`config.mk`:
```
export PLATFORM = sky130hd
export DESIGN_NAME = rf_wb_scheduler
export DESIGN_NICKNAME = d
export VERILOG_FILES = /design/src/rtl/rv32_pkg.sv /design/src/rtl/rf_scoreboard.sv /design/src/rtl/rf_wb_scheduler.sv
export SDC_FILE = /design/constraint.sdc
export NUM_CORES = 1
export LEC_CHECK = 0
export CORE_ASPECT_RATIO = 0.75
export CORE_UTILIZATION = 49
export CTS_CLUSTER_SIZE = 25
export DETAILED_ROUTE_END_ITERATION = 6
export GPL_TIMING_DRIVEN = 0
export PLACE_DENSITY_LB_ADDON = 0.1
export SLEW_MARGIN = 20
export SYNTH_ARGS = -nofsm -noshare
export SYNTH_HDL_FRONTEND = slang
export SYNTH_HIERARCHICAL = 1
export SYNTH_SLANG_ARGS = --single-unit
```
`constraint.sdc`:
```
create_clock -name clock -period 8.6 [get_ports clock]
set_input_delay 1.72 -clock clock [delete_from_list [all_inputs] [get_ports clock]]
set_output_delay 1.72 -clock clock [all_outputs]
set_load 0.02 [all_outputs]
```
`src/rtl/rv32_pkg.sv`:
```
// Shared RV32 core constants, register/data typedefs and writeback source encoding.
package rv32_pkg;
    localparam int XLEN   = 32;
    localparam int REG_AW = 5;
    localparam int NREG   = 2 ** REG_AW;

    typedef logic [REG_AW-1:0] reg_addr_t;
    typedef logic [XLEN-1:0]   xlen_t;

    typedef enum logic {
        WB_ALU = 1'b0,
        WB_LSU = 1'b1
    } wb_src_e;
endpackage

```
`src/rtl/rf_scoreboard.sv`:
```
// Busy scoreboard for in-flight register destinations with a 3-port hazard lookup.
module rf_scoreboard
    import rv32_pkg::*;
(
    input  logic            clock,
    input  logic            reset,
    input  logic            set_en_i,
    input  reg_addr_t       set_addr_i,
    input  logic            clr_en_i,
    input  reg_addr_t       clr_addr_i,
    input  reg_addr_t       rs1_i,
    input  reg_addr_t       rs2_i,
    input  reg_addr_t       rd_i,
    output logic            rs1_busy_o,
    output logic            rs2_busy_o,
    output logic            rd_busy_o,
    output logic [NREG-1:0] busy_o
);

    logic [NREG-1:0] busy_q;
    logic [NREG-1:0] busy_d;

    // Set is applied after clear so a same-bit collision leaves the bit set.
    always_comb begin
        busy_d = busy_q;
        if (clr_en_i) busy_d[clr_addr_i] = 1'b0;
        if (set_en_i) busy_d[set_addr_i] = 1'b1;
        busy_d[0] = 1'b0;
    end

    always_ff @(posedge clock) begin
        if (!reset) busy_q <= '0;
        else        busy_q <= busy_d;
    end

    assign rs1_busy_o = busy_q[rs1_i];
    assign rs2_busy_o = busy_q[rs2_i];
    assign rd_busy_o  = busy_q[rd_i];
    assign busy_o     = busy_q;

endmodule

```
`src/rtl/rf_wb_scheduler.sv`:
```
// Register-file write-port arbiter, write stage and issue hazard check.
// WB_RR_ARB_EN selects round-robin ALU/LSU arbitration; default is fixed LSU>ALU priority.
module rf_wb_scheduler
    import rv32_pkg::*;
(
    input  logic            clock,
    input  logic            reset,
    input  logic            alu_valid,
    input  reg_addr_t       alu_rd,
    input  xlen_t           alu_data,
    output logic            alu_ready,
    input  logic            lsu_valid,
    input  reg_addr_t       lsu_rd,
    input  xlen_t           lsu_data,
    output logic            lsu_ready,
    input  logic            iss_valid,
    input  reg_addr_t       iss_rs1,
    input  reg_addr_t       iss_rs2,
    input  logic            iss_use_rs1,
    input  logic            iss_use_rs2,
    input  reg_addr_t       iss_rd,
    input  logic            iss_wr,
    output logic            iss_stall,
    output reg_addr_t       wa,
    output xlen_t           wda,
    output logic            reg_wr,
    output logic [NREG-1:0] busy,
    output logic            wb_err
);

    reg_addr_t wa_q, wa_d;
    xlen_t     wda_q, wda_d;
    logic      reg_wr_q, reg_wr_d;
    logic      wb_err_q, wb_err_d;

    logic      accept;
    wb_src_e   acc_src;
    reg_addr_t acc_rd;
    xlen_t     acc_data;
    logic      rs1_busy, rs2_busy, rd_busy;
    logic      iss_fire;

`ifdef WB_RR_ARB_EN
    wb_src_e   rr_last_q;

    always_comb begin
        alu_ready = 1'b0;
        lsu_ready = 1'b0;
        if (alu_valid && lsu_valid) begin
            if (rr_last_q == WB_LSU) alu_ready = 1'b1;
            else                     lsu_ready = 1'b1;
        end else begin
            alu_ready = alu_valid;
            lsu_ready = lsu_valid;
        end
    end

    always_ff @(posedge clock) begin
        if (!reset)      rr_last_q <= WB_ALU;
        else if (accept) rr_last_q <= acc_src;
    end
`else
    always_comb begin
        lsu_ready = lsu_valid;
        alu_ready = alu_valid && !lsu_valid;
    end
`endif

    assign accept   = alu_ready || lsu_ready;
    assign acc_src  = lsu_ready ? WB_LSU : WB_ALU;
    assign acc_rd   = (acc_src == WB_LSU) ? lsu_rd   : alu_rd;
    assign acc_data = (acc_src == WB_LSU) ? lsu_data : alu_data;

    always_comb begin
        wa_d     = wa_q;
        wda_d    = wda_q;
        reg_wr_d = 1'b0;
        wb_err_d = wb_err_q;
        if (accept) begin
            wa_d     = acc_rd;
            wda_d    = acc_data;
            reg_wr_d = (acc_rd != '0);
            // Writeback to an idle register is flagged but still performed.
            if ((acc_rd != '0) && !busy[acc_rd]) wb_err_d = 1'b1;
        end
    end

    always_ff @(posedge clock) begin
        if (!reset) begin
            wa_q     <= '0;
            wda_q    <= '0;
            reg_wr_q <= 1'b0;
            wb_err_q <= 1'b0;
        end else begin
            wa_q     <= wa_d;
            wda_q    <= wda_d;
            reg_wr_q <= reg_wr_d;
            wb_err_q <= wb_err_d;
        end
    end

    assign iss_stall = iss_valid && ((iss_use_rs1 && rs1_busy) ||
                                     (iss_use_rs2 && rs2_busy) ||
                                     (iss_wr && rd_busy));
    assign iss_fire  = iss_valid && !iss_stall && iss_wr && (iss_rd != '0);

    rf_scoreboard u_scoreboard (
        .clock      (clock),
        .reset      (reset),
        .set_en_i   (iss_fire),
        .set_addr_i (iss_rd),
        .clr_en_i   (reg_wr_q),
        .clr_addr_i (wa_q),
        .rs1_i      (iss_rs1),
        .rs2_i      (iss_rs2),
        .rd_i       (iss_rd),
        .rs1_busy_o (rs1_busy),
        .rs2_busy_o (rs2_busy),
        .rd_busy_o  (rd_busy),
        .busy_o     (busy)
    );

    assign wa     = wa_q;
    assign wda    = wda_q;
    assign reg_wr = reg_wr_q;
    assign wb_err = wb_err_q;

endmodule
```
==> results of run 1 <==
## how the worst min path moves through the flow
stage | to | cells past startpoint
floorplan | u_scoreboard/busy_o[6] | 2
global placement | u_scoreboard/busy_o[23] | 2
detailed placement | u_scoreboard/busy_o[20] | 2
CTS | u_scoreboard/busy_o[20] | 2
global route | u_scoreboard/busy_o[1] | 2
finish | u_scoreboard/busy_o[22] | 2
## cells by family (layout without fill, tap and decap cells)
group	Yosys count	count (layout)	synth area share (%)
DFF	70	70	30.5
other	1	1	0.0817
AOI/OAI and AO/OA	151	151	21.9
muxes	80	80	21.1
buffers and inverters	43	220	4.47
and+or+nand+nor	200	200	21.9
## per-layer routing
metal | up-vias | global-route usage [%] | share of wire [%]
met5 | - | 0 | 0
met3 | 29 | 10.1 | 11
met1 | 2320 | 41.1 | 42
li1 | 2305 | - | -
met4 | 0 | 9.09 | 1.3
met2 | 283 | 48.7 | 46
## final cells by class
| type | count | share of cell area (%) |
|---|---|---|
| plain buffers | 36 | 2.67 |
| clock buffers | 10 | 3.57 |
| clock inverters | 5 | 1.25 |
| inverters | 7 | 0.393 |
| multi-input cells | 432 | 44.6 |
| flip-flops and latches | 70 | 20.9 |
| well taps | 128 | 2.39 |
| repair buffers | 162 | 24.2 |
## state kept, by name, summed over array words and instances, names as in the netlist
signal and count:
wda 32, wb_err 1, wa 5, u_scoreboard/busy_o 31, reg_wr 1
## cells in the mapped netlist (3+ instances only)
cell,instances,share of area (%)
a211oi_1,4,0.65
a21boi_0,31,5.1
a21oi_1,11,1.2
a22oi_1,8,1.3
and2_1,33,4.5
and3b_1,3,0.57
buf_2,14,1.5
clkbuf_1,17,1.4
dfxtp_1,70,31
inv_1,7,0.57
mux2i_1,66,14
mux4_2,10,4.9
nand2_1,77,6.3
nand2b_1,9,1.2
nand3_1,16,1.7
nand3b_1,5,0.82
nand4_1,4,0.55
nor2_1,26,2.1
nor2b_1,9,1.2
nor3b_1,4,0.65
o2111ai_1,3,0.57
o211a_1,4,0.87
o211ai_1,6,0.98
o21ai_0,71,7.7
## power groups by stage
stage / sequential (mW) / combinational [mW] / clock [mW]
final: 0.352 / 0.210 / 0.398
after CTS: 0.352 / 0.209 / 0.404
after detailed placement: 0.358 / 0.207 / 0
after global routing: 0.354 / 0.225 / 0.416
after global placement: 0.358 / 0.203 / 0
after floorplan: 0.372 / 0.0934 / 0
## worst max-delay path, stage by stage
cell             delay [ns]
clkdlybuf4s50_1        0.57
buf_2                  0.27
mux4_2                 0.51
nand2b_1               0.15
o2111ai_1              0.10
nand4_1                0.12
a222oi_1               0.30
nor2b_1                0.09
clkdlybuf4s50_1        0.55
==> impl_results.md, run 1 <==
* Status: completed
* Total of max-cap violations at 0
* Slew headroom at 28.6%
* Gr ovfl total at 0
* Clock Skew at 0.00639 ns
* Crit path kind: in2out
* Asr flop ratio synth at 0%
* Pre-CTS setup slack at 2.52 ns
* Net Switching at 252 uW
* Top_reg_cell synth: dfxtp_1
* Power Dens Cells at 144 nW/um^2
* Critical Path RT at 6.88 ns
* Post-DP HPWL at 11.2 mm
* Clock power share at 41.5%
* Post-synth EDFFs at 0
* Remaining DRCs at 0
* Number of global-route vias before repair at 4869
* R2R Setup Slk at 5.27 ns
* TNS Setup at 0 ns
* Sequential share of power at 36.6%
* Via/cell ratio at 5.81
* Root Buffer: clkbuf_16
* Worst setup path start: iss_rd[1]
* Hold-fix buffers at CTS at 0
* Worst setup path endpoint: iss_stall
* Post-DP Area at 6370 um^2
* Hold Path Class: reg2reg
* Fin nets at 815
* IO Pins at 171
* Die Y-Extent at 85.8 um
* Beginning of the worst register-to-register path: u_scoreboard/busy_o[6]
* Net Sw Frac at 26.3%
* CP Max Fanout at 10
* Fmax at 164 MHz
* Rows at 30
* PortBufs at 162
* DP Cell Count at 835
* CP arrival at 4.39 ns
* GRT Resource Usage Total at 31.1%
* CP endpoint kind: primary output
* WL/cell at 17.9 um
* Area Overhead vs Synth at 45.9%
* Fin crit share at 71.0%
* Die footprint at 9760 um^2
* Cell variety after synth at 52
* Sequential cell area at 1400 um^2
* RSZ-0062 raised after global routing: no
* Share of cells above drive strength 1 at 7.48%
* Gpl congestion at 0.906
* Ys Warns at 6
* R2R depth at 9
* Die X at 114 um
* Syn nets at 642
* Clock Latency Late Sink at 0.33 ns
* Routed Wire Length at 15.2 mm
* Hold_ws at 0.597 ns
* Cts repair resizes at 0
* Total power at 961 uW
* Sequential area share after synthesis at 30.5%
* Global-route wire length before repair at 23.8 mm
* Startpoint types: input pin
* Multi-input gate area at 2980 um^2
* CTS tree: yes
* Worst-Margin Slew at 1.07 ns
* Final Hold Fails at 0
* Max Root-Sink Buffers at 2
* Antenna Nets Post-Route at 0
* Peak supply drop at 0.000108 V
* Design area at 6690 um^2
* Synthesized flop and latch total at 70
* Layout filler cell count at 707
* Core region area at 9080 um^2
* Via count at 4937
* Most frequent cells in the layout: 162 x clkdlybuf4s50_1, 77 x nand2_1, 71 x o21ai_0
* Largest net degree at the start of global routing at 17
* Mapped Area at 4590 um^2
* Synth Instances at 545
* Final Util at 73.7%
* Clock period minus worst slack at 6.11 ns
* Reg-to-Reg End: u_scoreboard/busy_o[28]
* CTS buffer count at 9
* TritonCTS sink count at 70
* Detailed Route Iter0 Violations at 454
* Initial antenna violation count at 0
* Initial Util at 50.5%
* Combinational share of power at 21.9%
* # setup viols final at 0
* HP Start: u_scoreboard/busy_o[22]
* PnR worst setup slack at 2.49 ns
* H-Tree Depth at 3
* Fin cells at 850
* Leak pwr at 2.59 nW
* Slew Limit Fails at 0
* Postcts setup bufs at 0
* Commonest non-fill, non-tap cell in the layout: clkdlybuf4s50_1
* Mean area per synthesized cell at 8.42 um^2
* Worst-path clk slew at 0.06 ns
* # diodes at 0
* Number of detailed-route iterations in the first pass at 5
* Internal power at 708 uW
Power figures use the tool's default switching activity.
==> inputs of run 2 (changes only) <==
--- a/config.mk
+++ b/config.mk
@@ -6,7 +6,7 @@
 export NUM_CORES = 1
 export LEC_CHECK = 0
 export CORE_ASPECT_RATIO = 0.75
-export CORE_UTILIZATION = 49
+export CORE_UTILIZATION = 45
 export CTS_CLUSTER_SIZE = 25
 export DETAILED_ROUTE_END_ITERATION = 6
 export GPL_TIMING_DRIVEN = 0
==> constraint.sdc (replaced) <==
create_clock -name clock -period 6 [get_ports clock]
set_input_delay 1.2 -clock clock [delete_from_list [all_inputs] [get_ports clock]]
set_output_delay 1.2 -clock clock [all_outputs]
set_load 0.02 [all_outputs]
==> impl_results.md, run 2 (same netlist as run 1, synthesis figures left out) <==
* Peak supply drop at 0.000138 V (was 0.000108 V)
* CP arrival at 4.08 ns (was 4.39 ns)
* Post-DP HPWL at 11.8 mm (was 11.2 mm)
* Clock Skew at 0.00644 ns (was 0.00639 ns)
* Number of detailed-route iterations in the first pass at 5 (unchanged)
* Status: completed (unchanged)
* Worst-Margin Slew at 0.735 ns (was 1.07 ns)
* Die footprint at 10600 um^2 (was 9760 um^2)
* Clock period minus worst slack at 5.28 ns
* Met3 wire len at 1.58 mm (was 1.62 mm)
* Top sig layer: met4 (unchanged)
* Die Y-Extent at 89.4 um (was 85.8 um)
* Largest net degree at the start of global routing at 17 (unchanged)
* Wire length on met2 at 7.25 mm (was 6.94 mm)
* Global-route wire length before repair at 24.1 mm (was 23.8 mm)
* PortBufs at 162 (unchanged)
* Fin nets at 815 (unchanged)
* Core region area at 9770 um^2 (was 9080 um^2)
* Crit path kind: in2out (unchanged)
* TNS Setup at 0 ns (unchanged)
* Root Buffer: clkbuf_16 (unchanged)
* Hold-fix buffers at CTS at 0 (unchanged)
* Share of cells above drive strength 1 at 7.61% (was 7.48%)
* Gr ovfl total at 0 (unchanged)
* DRT met1 WL at 6.74 mm (was 6.46 mm)
* Critical path, cell by cell: clkdlybuf4s50_1 -> buf_2 -> mux4_2 -> nand2b_1 -> o2111ai_1 -> nand4_1 -> a222oi_1 -> nor2b_1 -> clkdlybuf4s50_1 (unchanged)
* Fmax at 189 MHz
* R2R depth at 9 (unchanged)
* CTS tree: yes (unchanged)
* Beginning of the worst register-to-register path: u_scoreboard/busy_o[6] (unchanged)
* # diodes at 0 (unchanged)
* Max Root-Sink Buffers at 2 (unchanged)
* Slew headroom at 51.0% (was 28.6%)
* R2R Setup Slk at 2.82 ns (was 5.27 ns)
* WL/cell at 18.6 um (was 17.9 um)
* RSZ-0062 raised after global routing: no (unchanged)
* TritonCTS sink count at 70 (unchanged)
* Slowest CP cell: clkdlybuf4s50_1 (unchanged)
* Initial Util at 46.9% (was 50.5%)
* Worst-path clk slew at 0.06 ns (about the same)
* Area Overhead vs Synth at 45.6% (was 45.9%)
* Die X at 119 um (was 114 um)
* Post-DP Area at 6370 um^2 (about the same)
* Pre-CTS setup slack at 0.880 ns (was 2.52 ns)
* Postcts setup bufs at 0 (unchanged)
* Rows at 31 (was 30)
* Antenna Nets Post-Route at 0 (unchanged)
* GRT Resource Usage Total at 29.3% (was 31.1%)
* Hold Path Class: reg2reg (unchanged)
* CP most frequent cell: clkdlybuf4s50_1 (unchanged)
* Total of max-cap violations at 0 (unchanged)
* PnR worst setup slack at 0.720 ns (was 2.49 ns)
* Worst Path Buf+Inv at 3 (unchanged)
* Design area at 6680 um^2 (was 6690 um^2)
* Most frequent cells in the layout: 162 x clkdlybuf4s50_1, 77 x nand2_1, 71 x o21ai_0 (unchanged)
* Levels on crit path at 9 (unchanged)
* CP max stage delay at 0.58 ns (was 0.57 ns)
* Via count at 5012 (was 4937)
* Worst setup path endpoint: iss_stall (unchanged)
* Fin crit share at 88.0%
* Worst setup path start: iss_rd[1] (unchanged)
* Remaining DRCs at 0 (unchanged)
* Max FFs per register at 32 (unchanged)
* Detailed Route Iter0 Violations at 530 (was 454)
* Routed Wire Length at 15.9 mm (was 15.2 mm)
* Initial antenna violation count at 0 (unchanged)
* Clock Latency Late Sink at 0.33 ns (about the same)
* Commonest non-fill, non-tap cell in the layout: clkdlybuf4s50_1 (unchanged)
* Power Dens Cells at 201 nW/um^2 (was 144 nW/um^2)
* IO Pins at 171 (unchanged)
* Leak pwr at 2.59 nW (about the same)
* Layout filler cell count at 824 (was 707)
* Gpl congestion at 0.895 (was 0.906)
* Startpoint types: input pin (unchanged)
* Final Hold Fails at 0 (unchanged)
* CP Max Fanout at 10 (unchanged)
* Via/cell ratio at 5.86 (was 5.81)
* Slew Limit Fails at 0 (unchanged)
* CP endpoint kind: primary output (unchanged)
* CTS buffer count at 9 (unchanged)
* # setup viols final at 0 (unchanged)
* H-Tree Depth at 3 (unchanged)
* Reg-to-Reg End: u_scoreboard/busy_o[24] (was u_scoreboard/busy_o[28])
* Crit path max-delay family: buffers and inverters (unchanged)
* DP Cell Count at 839 (was 835)
* Cts repair resizes at 0 (unchanged)
* Critical Path RT at 4.80 ns (was 6.88 ns)
* Number of global-route vias before repair at 4866 (was 4869)
* Fin cells at 855 (was 850)
[run 2: cell types whose count changed in the layout (fill, tap and decap cells not counted), sizes merged]
cell | before | now
bufinv | 2 | 1
clkinv | 1 | 4
clkinvlp | 2 | 0
inv | 7 | 8
[run 2: per-stage QoR]
stage / total power, mW / util, % / hold slack (ns)
finish: 1.34 / 68.3 / 0.590
global route: 1.39 / 68.3 / 0.591
CTS: 1.35 / 68.3 / 0.568
detailed placement: 0.812 / 65.2 / 0.559
global placement: 0.805 / 65.2 / 0.555
floorplan: 0.667 / - / 0.591
[run 2: worst min path at each step]
stage / end / depth (start not counted) / from / slack, ns
after floorplan: u_scoreboard/busy_o[6] / 2 / u_scoreboard/busy_o[6] / 0.59
after global placement: u_scoreboard/busy_o[23] / 2 / u_scoreboard/busy_o[23] / 0.55
after detailed placement: u_scoreboard/busy_o[23] / 2 / u_scoreboard/busy_o[23] / 0.56
after CTS: u_scoreboard/busy_o[23] / 2 / u_scoreboard/busy_o[23] / 0.57
after global routing: u_scoreboard/busy_o[23] / 2 / u_scoreboard/busy_o[23] / 0.59
final: u_scoreboard/busy_o[23] / 2 / u_scoreboard/busy_o[23] / 0.59
[run 2: cell type report]
class | count | area, um^2 | share of cell area, %
tap | 132 | 165 | 2.47
clock buffer | 10 | 229 | 3.43
sequential | 70 | 1400 | 21.0
clock inverter | 6 | 70.1 | 1.05
timing repair buffer | 162 | 1620 | 24.3
buffer | 36 | 179 | 2.68
multi-input combinational | 432 | 2990 | 44.7
inverter | 7 | 26.3 | 0.393
[run 2: power by group]
group,internal [mW],switching [mW],leakage (nW)
logic,0.157,0.145,1.87
registers,0.485,0.0196,0.573
clock network,0.325,0.211,0.147
total,0.967,0.376,2.59
[run 2: tightest hold or removal path, delay by kind of cell (launching register included)]
kind / cells / cell delay [ns]
AOI/OAI and AO/OA: 2 / 0.18
DFF: 1 / 0.36
[run 2: layer usage]
metal	vias to the layer above	GRT usage, %
li1	2319	-
met1	2371	38.0
met2	288	48.2
met3	34	6.70
met4	0	10.8
met5	-	0
==> inputs of run 3 (changes only) <==
==> constraint.sdc (replaced) <==
create_clock -name clock -period 5.05 [get_ports clock]
set_input_delay 1.01 -clock clock [delete_from_list [all_inputs] [get_ports clock]]
set_output_delay 1.01 -clock clock [all_outputs]
set_load 0.02 [all_outputs]
==> results of run 3 <==
Same layout as run 2 (identical final DEF). Status: completed.
Among the figures that moved: setup slack after placement 0.880 ns -> 0.307 ns; setup slack after layout 0.720 ns -> 0.150 ns; register-to-register setup slack 2.82 ns -> 1.87 ns; total power 1.34 mW -> 1.59 mW; worst IR drop on VDD 0.000138 V -> 0.000164 V
